`src/rtl/ble_auth_pkg.sv`:
```
// Shared types and command codes for the BLE authentication stage.
package ble_auth_pkg;

  typedef enum logic [1:0] {OFF, PWR1, PWR2} auth_state_t;

  typedef enum logic [1:0] {ARM, IDLE, RECV} rx_state_t;

  localparam logic [7:0] CMD_GO   = 8'h67;
  localparam logic [7:0] CMD_STOP = 8'h73;

endpackage

```
`src/rtl/ble_auth_if.sv`:
```
// Pin bundle between the BLE UART / Digital_core side and ble_auth.
interface ble_auth_if;

  logic RX;
  logic rider_off;
  logic pwr_up;
  logic rx_err;

  modport master (output RX, rider_off, input pwr_up, rx_err);
  modport slave  (input RX, rider_off, output pwr_up, rx_err);

endinterface

```
`src/rtl/uart_rx.sv`:
```
// 8N1 UART receiver with RX synchroniser and a post-reset ARM phase that
// waits for a full bit-time of idle line before accepting a start bit.
module uart_rx
  import ble_auth_pkg::*;
#(
  parameter int unsigned BAUD_DIV = 2604
) (
  input  logic       clk,
  input  logic       rst_n,
  input  logic       RX,
  output logic [7:0] rx_data,
  output logic       rx_rdy,
  output logic       rx_err
);

  localparam int unsigned CW = $clog2(BAUD_DIV + 1);
  localparam logic [CW-1:0] FULL = CW'(BAUD_DIV);
  localparam logic [CW-1:0] HALF = CW'(BAUD_DIV / 2);
  localparam logic [CW-1:0] ONE  = CW'(1);

  logic            rx_meta;
  logic            rx_s;
  rx_state_t       st;
  logic [CW-1:0]   baud_cnt;
  logic [3:0]      bit_cnt;
  logic [8:0]      shift;

  assign rx_data = shift[7:0];

  // Two-flop synchroniser, preset high so reset looks like an idle line
  always_ff @(posedge clk or negedge rst_n) begin
    if (!rst_n) begin
      rx_meta <= 1'b1;
      rx_s    <= 1'b1;
    end else begin
      rx_meta <= RX;
      rx_s    <= rx_meta;
    end
  end

  always_ff @(posedge clk or negedge rst_n) begin
    if (!rst_n) begin
      st       <= ARM;
      baud_cnt <= FULL;
      bit_cnt  <= 4'd0;
      shift    <= 9'd0;
      rx_rdy   <= 1'b0;
      rx_err   <= 1'b0;
    end else begin
      rx_rdy <= 1'b0;
      rx_err <= 1'b0;
      case (st)
        ARM: begin
          // Any low cycle restarts the idle-line qualification window
          if (!rx_s)                 baud_cnt <= FULL;
          else if (baud_cnt == ONE)  st       <= IDLE;
          else                       baud_cnt <= baud_cnt - ONE;
        end
        IDLE: begin
          if (!rx_s) begin
            st       <= RECV;
            baud_cnt <= HALF;
            bit_cnt  <= 4'd0;
          end
        end
        RECV: begin
          if (baud_cnt == ONE) begin
            baud_cnt <= FULL;
            bit_cnt  <= bit_cnt + 4'd1;
            shift    <= {rx_s, shift[8:1]};
            if (bit_cnt == 4'd0 && rx_s) begin
              st <= IDLE;
            end else if (bit_cnt == 4'd9) begin
              st <= IDLE;
              if (rx_s) rx_rdy <= 1'b1;
              else      rx_err <= 1'b1;
            end
          end else begin
            baud_cnt <= baud_cnt - ONE;
          end
        end
        default: st <= ARM;
      endcase
    end
  end

endmodule

```
`src/rtl/ble_auth.sv`:
```
// Authentication stage: decodes 'g'/'s' commands from the BLE UART into pwr_up,
// holding power on while a rider is still standing on the platform.
module ble_auth
  import ble_auth_pkg::*;
#(
  parameter int unsigned BAUD_DIV = 2604
) (
  input  logic         clk,
  input  logic         rst_n,
  ble_auth_if.slave    bus
);

  logic [7:0]  rx_data;
  logic        rx_rdy;
  auth_state_t state;

  uart_rx #(.BAUD_DIV(BAUD_DIV)) u_rx (
    .clk     (clk),
    .rst_n   (rst_n),
    .RX      (bus.RX),
    .rx_data (rx_data),
    .rx_rdy  (rx_rdy),
    .rx_err  (bus.rx_err)
  );

  // pwr_up is registered alongside state so it always equals (state != OFF)
  always_ff @(posedge clk or negedge rst_n) begin
    if (!rst_n) begin
      state      <= OFF;
      bus.pwr_up <= 1'b0;
    end else begin
      case (state)
        OFF: begin
          if (rx_rdy && rx_data == CMD_GO) begin
            state      <= PWR1;
            bus.pwr_up <= 1'b1;
          end
        end
        PWR1: begin
          if (rx_rdy && rx_data == CMD_STOP) begin
            state      <= bus.rider_off ? OFF : PWR2;
            bus.pwr_up <= !bus.rider_off;
          end
        end
        PWR2: begin
          // A fresh 'g' overrides a simultaneous rider_off
          if (rx_rdy && rx_data == CMD_GO) begin
            state      <= PWR1;
            bus.pwr_up <= 1'b1;
          end else if (bus.rider_off) begin
            state      <= OFF;
            bus.pwr_up <= 1'b0;
          end
        end
        default: begin
          state      <= OFF;
          bus.pwr_up <= 1'b0;
        end
      endcase
    end
  end

endmodule

```
`src/flat_wrapper.sv`:
```
// flat-port wrapper written by rule: the top's interface ports become plain ports
module ble_auth_flat import ble_auth_pkg::*;
#(
  parameter int unsigned BAUD_DIV = 2604
)
  (clk, rst_n, bus_RX, bus_rider_off, bus_pwr_up, bus_rx_err);
  ble_auth_if bus_i ();
  input  logic clk;
  input  logic rst_n;
  input wire logic [$bits(bus_i.RX)-1:0] bus_RX;
  input wire logic [$bits(bus_i.rider_off)-1:0] bus_rider_off;
  output wire logic [$bits(bus_i.pwr_up)-1:0] bus_pwr_up;
  output wire logic [$bits(bus_i.rx_err)-1:0] bus_rx_err;
  assign bus_i.RX = bus_RX;
  assign bus_i.rider_off = bus_rider_off;
  assign bus_pwr_up = bus_i.pwr_up;
  assign bus_rx_err = bus_i.rx_err;
  ble_auth #(.BAUD_DIV(BAUD_DIV)) u_core (.clk(clk), .rst_n(rst_n), .bus(bus_i));
endmodule
```
`config.mk`:
```
export PLATFORM = sky130hd
export DESIGN_NAME = ble_auth_flat
export DESIGN_NICKNAME = d
export VERILOG_FILES = /design/src/rtl/ble_auth_pkg.sv /design/src/rtl/ble_auth_if.sv /design/src/rtl/uart_rx.sv /design/src/rtl/ble_auth.sv /design/src/flat_wrapper.sv
export SDC_FILE = /design/constraint.sdc
export NUM_CORES = 1
export LEC_CHECK = 0
export ABC_AREA = 1
export CAP_MARGIN = 10
export CORE_MARGIN = 2
export CORE_UTILIZATION = 30
export DETAILED_ROUTE_END_ITERATION = 6
export PLACE_DENSITY_LB_ADDON = 0.3
export SKIP_CTS_REPAIR_TIMING = 1
export SYNTH_ARGS = -nofsm -noshare
export SYNTH_HDL_FRONTEND = slang
export SYNTH_HIERARCHICAL = 1
export SYNTH_SLANG_ARGS = --single-unit
```
`constraint.sdc`:
```
create_clock -name clk -period 2.55 [get_ports clk]
set_input_delay 0.51 -clock clk [delete_from_list [all_inputs] [get_ports clk]]
set_output_delay 0.51 -clock clk [all_outputs]
set_load 0.02 [all_outputs]
```
Word level (Yosys, flattened, before mapping)
Cells that the tools add are included.
- register bits: 34
- input port bits: 4
- $add $sub $neg: 2
- eq/ne operators: 17
- reductions and logical operators: 14
- multiplexer cells: 36
- operators by type and width (kind ; count):
    2-to-1 mux 12 bit ; 4
    case mux 12 bit (3 select lines) ; 1
    2-to-1 mux 2 bit ; 11
    == test 8 x 7 -> 1 bit (second input constant) ; 2
    2-to-1 mux 1 bit ; 14
    == test 12 x 1 -> 1 bit (second input constant) ; 1
    case mux 2 bit (3 select lines) ; 2
    subtractor 12 x 1 -> 12 bit (second input constant) ; 1
    AND reduction 3 bit ; 3
    2-to-1 mux 4 bit ; 2
    inequality test 2 bit (second input constant) ; 4
    case mux 4 bit (2 select lines) ; 1
    inequality test 3 bit (second input constant) ; 2
    AND reduction 5 bit ; 1
    adder 4 x 1 -> 4 bit (second input constant) ; 1
    == test 2 x 1 -> 1 bit (second input constant) ; 2
    == test 2 bit (second input constant) ; 2
    == test 4 bit (second input constant) ; 1
    logical NOT 2 bit ; 2
    logical NOT 4 bit ; 1
    inequality test 2 x 1 -> 1 bit (second input constant) ; 2
    logical AND 1 bit ; 3
    inequality test 3 x 2 -> 1 bit (second input constant) ; 1
    case mux 1 bit (3 select lines) ; 1
    other kinds (4) ; 4

Logic depth before layout (Yosys ltp)
- depth after elaboration: 5
- depth in mapped cells: 11

Cells and area by module
Netlist, hierarchy kept.
- modules (own cells, without submodules) (module ; cells an instance ; instances ; area each (µm²) ; sequential area each (µm²)):
    uart_rx ; 248 ; 1 ; 1911.8 ; 784.5
    ble_auth ; 47 ; 1 ; 267.8 ; 75.1

Least setup slack after synthesis
OpenSTA, ideal clock, no wires.
- path type: register -> register
- start point: register u_core.u_rx.baud_cnt[1]
- end point: register u_core.u_rx.baud_cnt[8]
- clock period less this slack: 1.513 ns
- path buffers: 1
- arrival: 1.393 ns
- cell stages (with the launch flop): 11
- path slack: 1.037 ns
- required time: 2.430 ns
- cells stage by stage: dfrtp_1 > inv_1 > ha_1 > nand3_1 > nor2_4 > nand4_4 > nand2_4 > inv_4 > buf_6 > nor2_2 > a21oi_1
- longest elaborated chain between the ends: 4
- ends and longest elaborated chain (item ; line ; text):
    start: declaration ; uart_rx.sv:24 ; logic [CW-1:0] baud_cnt;
    start signal: assignment ; uart_rx.sv:57 ; else baud_cnt <= baud_cnt - ONE;
    start signal: assignment ; uart_rx.sv:79 ; baud_cnt <= baud_cnt - ONE;
    subtractor 12 x 1 -> 12 bit ; uart_rx.sv:57, uart_rx.sv:79 ;
    2-to-1 mux 12 bit ; uart_rx.sv:56 ; else if (baud_cnt == ONE) st <= IDLE;
    2-to-1 mux 12 bit ; uart_rx.sv:55 ; if (!rx_s) baud_cnt <= FULL;
    case mux 12 bit (3 select lines) ; uart_rx.sv:52 ; case (st)
Parallel ways exist; a longest one is shown, timed or not. The select of a mux whose other input is x is not followed.
A chain may end at the register's enable or synchronous reset.

Final worst setup path
- start point: register u_core.u_rx.rx_err
- end point: output bus_rx_err
- RTL lines (item ; line ; text):
    start: declaration ; uart_rx.sv:13 ; output logic rx_err
    start signal: assignment ; uart_rx.sv:48 ; rx_err <= 1'b0;
    start signal: assignment ; uart_rx.sv:51 ; rx_err <= 1'b0;
    start signal: assignment ; uart_rx.sv:76 ; else rx_err <= 1'b1;
    end: declaration ; flat_wrapper.sv:13 ; output wire logic [$bits(bus_i.rx_err)-1:0] bus_rx_err;
No word-level cell between the ends.

==> summary.txt <==
Run status
  • Status: finished clean

Timing
  • Min Tclk post-route: 1738 ps
  • Max_slew headroom: 0.7171
  • Final hold viol count: 0
  • Setup-failing EPs final: 0
  • Final number of max-transition violations: 0
  • Final Cycle Share: 0.6817
  • RSZ-0062 raised after global routing: no
  • Setup Skew: 4.313 ps
  • Max Freq: 575.2 MHz
  • Slew @ Worst Pin: 424.4 ps
  • TNS Setup: 0 ps

Drt
  • Total Routed Length: 4.177 mm
  • Antenna viol nets, final: 0
  • Initial drt markers: approximately 80
  • Vias/cell: ~4.4
  • DR vias: 1759
  • DR DRC count: 0
  • TritonRoute pass-1 iters: 4
  • Avg WL per Cell: between 10 and 15 um

Synth
  • Seq cells post-synth: 34
  • Mapped cell area: 2180 um^2
  • Avg Cell Area, Syn: 7.388 um^2
  • Sequential-to-total area share from yosys stat: 0.3944
  • Yosys top cell area share: 0.3100
  • Synth cell types: 31
  • Cells after Synth: 295
  • Yosys top cell by area: dfrtp_1
  • Most area-consuming cells after synthesis: dfrtp_1, nand2_1, dfstp_2
  • Synthesis warning total: 6
  • Post-Syn Nets: about 300

Layout
  • Finished Layout Cells: 398
  • Layout cells sized above 1: 0.1505
  • Diodes inserted: 0
  • Area Growth Syn to Fin: 9.242%
  • Nets: 311

Critical path
  • WP data arrival: 1230 ps
  • Setup crit end kind: output pin
  • Crit Reg-Reg Startpoint: u_core/u_rx/st[0]
  • Worst-case reg-to-reg path depth: 8
  • Top delay family on crit path: buffers and inverters
  • Max FO, Critical Path: 1
  • Critical path type: reg2out
  • FF-to-FF End: u_core/u_rx/baud_cnt[2]
  • CP cell instances: clkdlybuf4s50_1
  • Crit path buffers/inverters: 1
  • R2r setup slk: 820 ps
  • CP Launch Type: flip-flop
  • CP max-delay cell: clkdlybuf4s50_1
  • CP peak stage delay: 600 ps
  • Worst Setup SP: u_core/u_rx/rx_err
  • Worst EP required: ~2000 ps

Global routing
  • Vias in the first global route: ~1800
  • Met1 Resource Use GR: 0.1705
  • GR peak layer: met2
  • Initial antenna violation count: 0
  • Gr ovfl total: 0
  • Met2 GRT Util: 0.1926
  • Largest net degree at the start of global routing: 35
  • Total track usage: 0.1248
  • First-pass GRT wire length: roughly 7.7 mm
  • Met3 GRT Util: 0.02770

Die
  • Die extent in y: 89.24 um
  • Core area: 7137 um^2
  • I/O pin count: 6
  • Die width: 89.24 um
  • Initial Util: 0.3054
  • Rows: 31
  • Die area: roughly 8000 um^2

Worst hold path
  • Hold WC Path Type: reg2reg
  • Hold endpoint: u_core/u_rx/rx_s
  • Hold_sp: u_core/u_rx/rx_meta
  • WHS Path Cells: 0

Power
  • Tot Pwr: roughly 1100 uW
  • P_leak: approximately 0.0011 uW
  • VDD IR-drop max: 0.0003089 V
  • PwrDens: 444.5 nW/um^2

Placed design
  • Placed Cells: 390
  • Dpl hpwl: 3.212 mm
  • RePlAce Congestion: 0.9030
  • IO buf count: 5

Clock tree
  • Root Buffer: clkbuf_8
  • CTS max path bufs: 2
  • Clk_lat worst skew: 280 ps
  • CTS tree: built
  • Total clock sinks: 34
  • CTS Buf Count: 5
  • Clock-pin slew on the worst setup and hold paths: 70 ps
  • H-tree lvl count: 2

Flow run
  • Max-Cap Viols: 0
[power breakdown]
| part | leakage, uW | internal, uW | switching [uW] | total (uW) |
|---|---|---|---|---|
| clock network | 0.0000472 | 217 | 196 | 413 |
| logic | 0.000596 | 29.1 | 51.2 | 80.3 |
| registers | 0.000444 | 554 | 10.5 | 565 |
| total | 0.00109 | 800 | 258 | 1060 |
[cell families after synthesis]
family / count (synthesis) / share of synthesized area
buffers and inverters: 53 / 0.1096
AND/OR/NAND/NOR: 167 / 0.3525
flip-flops: 34 / 0.3944
adder cells (fa/ha/maj): 9 / 0.05167
XOR/XNOR: 5 / 0.02009
AO/OA/AOI/OAI: 27 / 0.07176
[synthesized netlist by cell type, drive strengths merged]
| cell type | instances |
|---|---|
| buf | 9 |
| nor2 | 38 |
| xnor2 | 1 |
| dfstp | 7 |
| nor4 | 1 |
| nor3 | 2 |
| or2 | 1 |
| clkinv | 2 |
| nand3 | 27 |
| xor2 | 4 |
| inv | 41 |
| nand4 | 8 |
| dfrtp | 27 |
| clkbuf | 1 |
| o211ai | 1 |
| nand2 | 90 |
| o21ai | 21 |
| ha | 9 |
| a21oi | 5 |
[layout by cell type, fill, tap and decap left out, types with 5 or more instances in the layout]
cell,netlist,layout
nand4_1,7,7
dfstp_2,7,7
nor2_2,7,7
nand3_1,25,25
inv_1,37,37
ha_1,9,9
clkbuf_8,0,6
dfrtp_1,27,27
clkdlybuf4s50_1,0,5
nor2_1,29,29
nand2_2,6,6
o21ai_0,14,14
nand2_1,83,83
[how the worst max path moves through the flow]
stage	slack, ps	cells after the start	endpoint
final	810	1	bus_rx_err
after global routing	630	8	u_core/u_rx/baud_cnt[2]
after CTS	800	1	bus_rx_err
after detailed placement	830	8	u_core/u_rx/baud_cnt[2]
after global placement	840	8	u_core/u_rx/baud_cnt[2]
after floorplan	1040	10	u_core/u_rx/baud_cnt[8]
[flip-flops by register name, indices dropped and copies added (netlist names)]
name                  cells
u_core/u_rx/baud_cnt     12
u_core/u_rx/shift         9
u_core/u_rx/bit_cnt       4
u_core/state              2
u_core/u_rx/st            2
u_core/bus.pwr_up         1
u_core/u_rx/rx_err        1
u_core/u_rx/rx_meta       1
u_core/u_rx/rx_rdy        1
u_core/u_rx/rx_s          1
[stage by stage]
step	instance area [um^2]	hold slack, ps	util	setup slack (ps)
final	2381	356.4	0.3336	811.6
after global routing	2381	358.6	0.3336	628.2
after CTS	2381	357.7	0.3336	795.7
after detailed placement	2286	347.6	0.3203	830.8
after global placement	2286	345.9	0.3203	836.0
after floorplan	2180	214.4	-	1037
[layer usage]
metal	wire [um]	share of wire
met1	2108	0.50
met2	1858	0.44
met3	133	0.032
met4	77	0.018
met5	0	0
[final cells by class]
cell class              instances  area, um^2
fillers                       786        4756
inverters                      43       163.9
repair buffers                  6       57.56
clock inverters                 2       12.51
multi-input cells             208        1081
flip-flops and latches         34       859.6
clock buffers                   6       82.58
well taps                      99       123.9
No activity file was read; power rests on OpenSTA's default activity.
